### src/rtl/uart_rx_os16.sv
// uart_rx_os16: 8N1 UART receiver with 16x oversampling, a 2-flop input
// synchroniser, and a one-entry valid/ready holding register. Framing
// errors and overruns are reported as single-cycle pulses.
module uart_rx_os16 #(
  parameter int DIV_W = 16
) (
  input  logic             clk,
  input  logic             reset_n,
  input  logic [DIV_W-1:0] clk_div,
  input  logic             rx,
  output logic [7:0]       rx_data,
  output logic             rx_valid,
  input  logic             rx_ready,
  output logic             frame_err,
  output logic             overrun
);

  typedef enum logic [2:0] {
    IDLE      = 3'd0,
    START     = 3'd1,
    DATA      = 3'd2,
    STOP      = 3'd3,
    WAIT_HIGH = 3'd4
  } state_t;

  state_t           state, state_nxt;
  logic             rx_m, rx_s;
  logic [DIV_W-1:0] div_cnt;
  logic             tick;
  logic [3:0]       os_cnt;
  logic [2:0]       bit_idx;
  logic [7:0]       shift_q;

  logic clr_div, clr_os, clr_bit, shift_en, good_stop, bad_stop;
  logic mid_tick, full_tick, load;

  assign tick      = (div_cnt == clk_div);
  assign mid_tick  = tick && (os_cnt == 4'd7);
  assign full_tick = tick && (os_cnt == 4'd15);

  // Two-flop synchroniser; idles high so reset does not look like a start bit.
  always_ff @(posedge clk or negedge reset_n) begin
    if (!reset_n) begin
      rx_m <= 1'b1;
      rx_s <= 1'b1;
    end else begin
      rx_m <= rx;
      rx_s <= rx_m;
    end
  end

  // Oversample tick divider; realigned to the start edge on leaving IDLE.
  always_ff @(posedge clk or negedge reset_n) begin
    if (!reset_n) begin
      div_cnt <= '0;
    end else if (clr_div || tick) begin
      div_cnt <= '0;
    end else begin
      div_cnt <= div_cnt + 1'b1;
    end
  end

  // FSM state register.
  always_ff @(posedge clk or negedge reset_n) begin
    if (!reset_n) begin
      state <= IDLE;
    end else begin
      state <= state_nxt;
    end
  end

  // Next-state logic and per-cycle control strobes.
  always_comb begin
    state_nxt = state;
    clr_div   = 1'b0;
    clr_os    = 1'b0;
    clr_bit   = 1'b0;
    shift_en  = 1'b0;
    good_stop = 1'b0;
    bad_stop  = 1'b0;
    case (state)
      IDLE: begin
        if (!rx_s) begin
          state_nxt = START;
          clr_div   = 1'b1;
          clr_os    = 1'b1;
        end
      end
      START: begin
        // Mid start bit: a high level here means the falling edge was a glitch.
        if (mid_tick) begin
          if (!rx_s) begin
            state_nxt = DATA;
            clr_os    = 1'b1;
            clr_bit   = 1'b1;
          end else begin
            state_nxt = IDLE;
          end
        end
      end
      DATA: begin
        if (full_tick) begin
          shift_en = 1'b1;
          if (bit_idx == 3'd7) begin
            state_nxt = STOP;
          end
        end
      end
      STOP: begin
        if (full_tick) begin
          if (rx_s) begin
            good_stop = 1'b1;
            state_nxt = IDLE;
          end else begin
            bad_stop  = 1'b1;
            state_nxt = WAIT_HIGH;
          end
        end
      end
      WAIT_HIGH: begin
        // Hold off until the line returns high so a break is one error, not many frames.
        if (rx_s) begin
          state_nxt = IDLE;
        end
      end
      default: state_nxt = IDLE;
    endcase
  end

  // Tick counter within a bit, and data bit index.
  always_ff @(posedge clk or negedge reset_n) begin
    if (!reset_n) begin
      os_cnt  <= '0;
      bit_idx <= '0;
    end else begin
      if (clr_os) begin
        os_cnt <= '0;
      end else if (tick && (state != IDLE) && (state != WAIT_HIGH)) begin
        os_cnt <= os_cnt + 4'd1;
      end
      if (clr_bit) begin
        bit_idx <= '0;
      end else if (shift_en) begin
        bit_idx <= bit_idx + 3'd1;
      end
    end
  end

  // LSB-first shift register: new bit enters at the MSB.
  always_ff @(posedge clk or negedge reset_n) begin
    if (!reset_n) begin
      shift_q <= '0;
    end else if (shift_en) begin
      shift_q <= {rx_s, shift_q[7:1]};
    end
  end

  // A slot is free if empty or being drained in the same cycle.
  assign load = good_stop && (!rx_valid || rx_ready);

  // Holding register and status pulses.
  always_ff @(posedge clk or negedge reset_n) begin
    if (!reset_n) begin
      rx_data   <= '0;
      rx_valid  <= 1'b0;
      frame_err <= 1'b0;
      overrun   <= 1'b0;
    end else begin
      frame_err <= bad_stop;
      overrun   <= good_stop && rx_valid && !rx_ready;
      if (load) begin
        rx_data  <= shift_q;
        rx_valid <= 1'b1;
      end else if (rx_valid && rx_ready) begin
        rx_valid <= 1'b0;
      end
    end
  end

endmodule

### config.mk
export PLATFORM = sky130hd
export DESIGN_NAME = uart_rx_os16
export DESIGN_NICKNAME = d
export VERILOG_FILES = /design/src/rtl/uart_rx_os16.sv
export SDC_FILE = /design/constraint.sdc
export NUM_CORES = 1
export LEC_CHECK = 0
export CORE_MARGIN = 2
export CORE_UTILIZATION = 25
export CTS_CLUSTER_DIAMETER = 200
export DETAILED_ROUTE_END_ITERATION = 10
export PLACE_DENSITY_LB_ADDON = 0.12
export SKIP_LAST_GASP = 1
export SYNTH_ARGS = -nofsm -noshare
export SYNTH_HDL_FRONTEND = slang
export SYNTH_SLANG_ARGS = --single-unit
### constraint.sdc
create_clock -name clk -period 2.9 [get_ports clk]
set_input_delay 0.29 -clock clk [delete_from_list [all_inputs] [get_ports clk]]
set_output_delay 0.29 -clock clk [all_outputs]
set_load 0.02 [all_outputs]
# --- Yosys cells after proc, flatten, opt, wreduce, memory -nomap -nowiden ---
# Index checks and enable logic that the tools add are counted.
classes:
  n_addsub: 3
  n_mul: 0
  div_mod_pow: 0
  magnitude_cmp: 0
  eq_ne: 15
  n_shift: 0
  mux: 28
  bitwise: 0
  n_reduce_logical: 18
op_table:
  columns: ["cell", "n"]
  rows:
  - ["3-bit 2-to-1 mux", 9]
  - ["16-bit by 1-bit adder with 16-bit output, second input constant", 1]
  - ["16-bit equality test", 1]
  - ["16-bit 2-to-1 mux", 1]
  - ["3-bit one-hot mux with 5 select lines", 1]
  - ["1-bit 2-to-1 mux", 13]
  - ["2-bit inequality test, second input constant", 6]
  - ["1-bit logical AND", 8]
  - ["4-bit 2-to-1 mux", 2]
  - ["3-bit by 2-bit equality test with 1-bit output, second input constant", 2]
  - ["3-bit equality test, second input constant", 2]
  - ["6-bit AND reduction", 1]
  - ["2-bit nonzero test", 3]
  - ["4-bit by 1-bit adder with 4-bit output, second input constant", 1]
  - ["4-bit by 3-bit equality test with 1-bit output, second input constant", 1]
  - ["4-bit equality test, second input constant", 1]
  - ["3-bit by 1-bit adder with 3-bit output, second input constant", 1]
  - ["3-bit by 1-bit equality test with 1-bit output, second input constant", 1]
  - ["3-bit logical NOT", 1]
  - ["3-bit inequality test, second input constant", 1]
  - ["3-bit nonzero test", 1]
  - ["1-bit logical NOT", 2]
  - ["1-bit logical OR", 2]
  - ["2-bit 2-to-1 mux", 1]
  - ["1-bit one-hot mux with 2 select lines", 1]
totals:
  reg_bits: 47
  latchBits: 0
  mem_bits_rw: 0
  romBits: 0
  elab_cells: 75
  mem_count: 0

# --- Longest topological paths before layout ---
logic_depth:
  word_depth: 6
  depth_mapped: 8
  ltp_nobuf: 6

# --- Least setup slack after synthesis ---
# Ideal clock, no wire load.
synth_timing:
  path_kind: "flip-flop to flip-flop"
  startpoint: "reg div_cnt[11]"
  endpoint: "reg shift_q[0]"
  setup_time_ns: 0.125
  t_arrival_ns: 1.958
  setup_slack_ns: 0.817
  path_stages_with_launch: 8
  path_cell_list: "dfrtp_1 -> buf_6 -> xor2_1 -> nor4_1 -> nand4_1 -> nor3_1 -> buf_2 -> mux2_2"
synth_via:
  elab_chain_cells: 4
synth_lines:
  columns: ["item", "line_no", "source"]
  rows:
  - ["start, declared", "28", "logic [DIV_W-1:0] div_cnt;"]
  - ["start signal, assigned", "59", "div_cnt <= div_cnt + 1'b1;"]
  - ["16-bit equality test", "37", "assign tick = (div_cnt == clk_div);"]
  - ["1-bit logical AND", "39", "assign full_tick = tick && (os_cnt == 4'd15);"]
  - ["1-bit 2-to-1 mux", "102", "if (full_tick) begin"]
  - ["1-bit 2-to-1 mux", "81", "case (state)"]
  - ["end signal, assigned", "154", "shift_q <= {rx_s, shift_q[7:1]};"]
  - ["end, declared", "32", "logic [7:0] shift_q;"]
# No other way between the ends.
# A chain may end at the register's enable or synchronous reset.

# --- Worst setup path in the final report ---
layout_timing:
  startpoint: "reg div_cnt[9]"
  endpoint: "reg os_cnt[0]"
layout_via:
  elab_chain_cells: 5
  word_cells_on_any_way: 8
  classes_between: "eq/ne: 1; mux: 3; reduce/logical: 4"
layout_lines:
  columns: ["item", "line_no", "source"]
  rows:
  - ["16-bit equality test *", "37", null]
  - ["1-bit logical AND", "38", "assign mid_tick = tick && (os_cnt == 4'd7);"]
  - ["1-bit 2-to-1 mux", "91", "if (mid_tick) begin"]
  - ["1-bit one-hot mux with 2 select lines", "81", null]
  - ["4-bit 2-to-1 mux or 2-bit nonzero test (tied branches)", null, null]
  - ["end signal, assigned", "139", "os_cnt <= os_cnt + 4'd1;"]
  - ["end, declared", "30", "logic [3:0] os_cnt;"]
# Every way passes the cells marked *; elsewhere a longest branch is shown, timed or not.

==> results.cfg <==
[status]
status = complete, no violations

[place]
gp_congestion = 0.7567
dpl.hpwl_mm = 3.422
dp.cells = 342
numPortBuffers = 30

[global_route]
grt_max_degree = 25
grt_pass1_vias = 1638
grt.overflow.total = 0
grt_first_pass_wirelength_mm = 8.259
track_usage_pct = 10.67
antenna_found_initial = 0

[worst_setup_path]
crit_arrival_ns = 2.58
critPathLaunchType = register
end_kind = register
worstSetupStartpoint = div_cnt[9]
crit_buf_inv = 1
cpPeakStageDelay_ns = 0.45
crit_required_ns = 3.08
reg2reg_from = div_cnt[9]
slowest_stage = dfrtp_1
r2r_setup_slack_ns = 0.50
crit_chain = xor2_1 > nor4_1 > nand4_1 > buf_4 > or3_4 > a2111oi_4 > nor2_1
cp_max_fo = 13
path_class = reg -> reg
cp_top_family = simple AND/OR/NAND/NOR gates

[worst_hold_path]
hp-start = rx_m
hold_class = reg -> reg

[finish]
syn2layout_area_growth_pct = 25.93
diodes = 0
nFillCells = 898
fin_cells = 351
nNetsFinal = 266
drive_above_1_share_pct = 14.81

[synth]
synth_cell_types = 34
synth.area.top_cells = dfrtp_1, xor2_1, mux2_2
synth_top_area_share_pct = 49.97
syn_area_per_cell_um2 = 10.99
synth_seq_cells = 47
syn_inst = 205
synth-async-reset-ratio_pct = 100.0
yosys_warnings = 0
synth_edf_count = 0
ys_seq_area_share_pct = 52.30
synth_area_um2 = 2253
syn-num-nets = 229
yosys-top-cells-count = dfrtp_1, nor2_1, xor2_1
synth.most_common_cell = dfrtp_1
ys.flop_type = dfrtp_1
synth_area_leader_cell = dfrtp_1

[pwr]
p_leak_nw = 1.273
pwr_density_cell_nw_per_um2 = 543.8
clkPwrFrac_pct = 32.5
internal_power_mw = 1.084
p_sw_share_pct = 29.73
seqPwrFrac_pct = 50.7
peakVddDrop_uv = 179.8
p_switching_mw = 0.4587
combPwrFrac_pct = 16.8

[cts]
root_buffer = clkbuf_8
cts_tree = built
cts_made_buffers = 5
insertion_delay_ns = 0.31
clock_path_buffers = 2
path_clk_slew_ns = 0.09
htree_levels = 2
cts.sinks = 47

[die]
start_util_pct = 25.84
dieArea_um2 = 9789
num_rows = 34
dieHeight_um = 98.94
chipWidth_um = 98.94
core_um2 = 8721
io_pins = 31

[sta]
fmax_mhz = 416.7
finalCriticalPeriod_ns = 2.400
fin_skew_ns = 0.01245
rsz0062_at_grt = false
slew_violations = 0
worst_pin_slew_ns = 0.9006
hold_viol = 0
setup_viol = 0
period_share_pct = 82.76
slew_headroom_pct = 39.75
finalSetupTns_ns = 0

[drt]
drt-initial-drc-count = 38
num_vias = 1533
ant_nets = 0
routedWlPerCell_um = 13.41
avgViaCountPerCell = 4.368
drt_pass1_iterations = 4
drc = 0
routed_wl_mm = 4.708

[run]
maxCapViolations = 0
sequential cells by signal (all words and copies together), names as in the netlist:
name	flops
bit_idx	3
div_cnt	16
frame_err	1
os_cnt	4
overrun	1
rx_data	8
rx_m	1
rx_s	1
rx_valid	1
shift_q	8
state	3
timing repair:
item | 4_1_cts | 5_1_grt
hold endpoints to repair | 22 | 0
setup buffers | 0 | 0
hold buffers | 1 | 0
resized for setup | 0 | 0
worst reg2reg max path, delay by kind of cell, from the launching register on:
kind / cells / cell delay [ns]
and+or+nand+nor: 4 / 1.02
xor gates and xnor gates: 1 / 0.16
buffers and inverters: 1 / 0.22
DFF: 1 / 0.45
AOI/OAI and AO/OA: 1 / 0.43
layout make-up:
class	count	area (um2)	area share, %
Inverter	4	15.01	0.5291
Sequential cell	47	1179	41.53
Tap cell	108	135.1	4.762
Clock buffer	5	68.82	2.425
Clock inverter	3	47.55	1.675
Multi-Input combinational cell	147	1042	36.73
Timing Repair Buffer	37	350.3	12.35
cell usage in the layout, fill, tap and decap left out, drive strengths merged, types with 2 or more instances in the layout:
master and n:
clkbuf 5, dfrtp 45, a22o 2, dfstp 2, and3 3, nor3 6, or3 3, buf 7
inv 5, nor4 6, clkdlybuf4s50 29, ha 4, nor2 33, a21oi 3, nand4 4, xor2 24
a2111oi 2, mux2 16, xnor2 11, nand3 8, nand2 11
kinds of logic after synthesis:
logic type / count (synthesis) / synth area share [%]
AO/OA/AOI/OAI: 14 / 5.331
XOR/XNOR: 35 / 13.60
multiplexers: 16 / 7.995
AND/OR/NAND/NOR: 78 / 16.27
buffers and inverters: 11 / 2.276
adder cells (fa/ha/maj): 4 / 2.221
flip-flops: 47 / 52.30
per-stage QoR:
step | total power [mW] | hold WS [ns] | utilization (%) | setup slack, ns | area, um2
CTS | 1.571 | 0.3612 | 32.54 | 0.4379 | 2838
floorplan | 0.9496 | -0.005591 | - | 0.8173 | 2253
global placement | 1.064 | 0.3258 | 31.09 | 0.1815 | 2711
global route | 1.642 | 0.3646 | 32.54 | 0.3166 | 2838
detailed placement | 1.059 | 0.3237 | 31.09 | 0.1666 | 2711
finish | 1.543 | 0.3598 | 32.54 | 0.4999 | 2838
layer usage:
layer	GRT usage [%]	part of all wire, %	wire [um]	up-vias
li1	-	-	-	773
met1	15.32	52	2449	732
met2	15.59	43	2046	26
met3	3.262	3.6	171	2
met4	2.845	0.85	40	0
met5	0	0	0	-
power groups by stage:
| stage | registers, mW | logic, mW | clock network (mW) |
|---|---|---|---|
| 4_1_cts | 0.783 | 0.265 | 0.523 |
| 5_1_grt | 0.795 | 0.295 | 0.552 |
| 3_5_place_dp | 0.795 | 0.264 | 0 |
| 6_report | 0.782 | 0.259 | 0.502 |
| 3_3_place_gp | 0.798 | 0.266 | 0 |
| 2_1_floorplan | 0.757 | 0.192 | 0 |
worst paths after layout:
| path | depth (start not counted) | endpoint |
|---|---|---|
| min | 0 | rx_s |
| max | 7 | os_cnt[0] |
| max reg2reg | 7 | os_cnt[0] |
| min reg2reg | 0 | rx_s |
| min in group asynchronous | 2 | rx_data[0] |
| max in group asynchronous | 3 | rx_s |
Note: power is estimated with default switching activity, not from simulation.
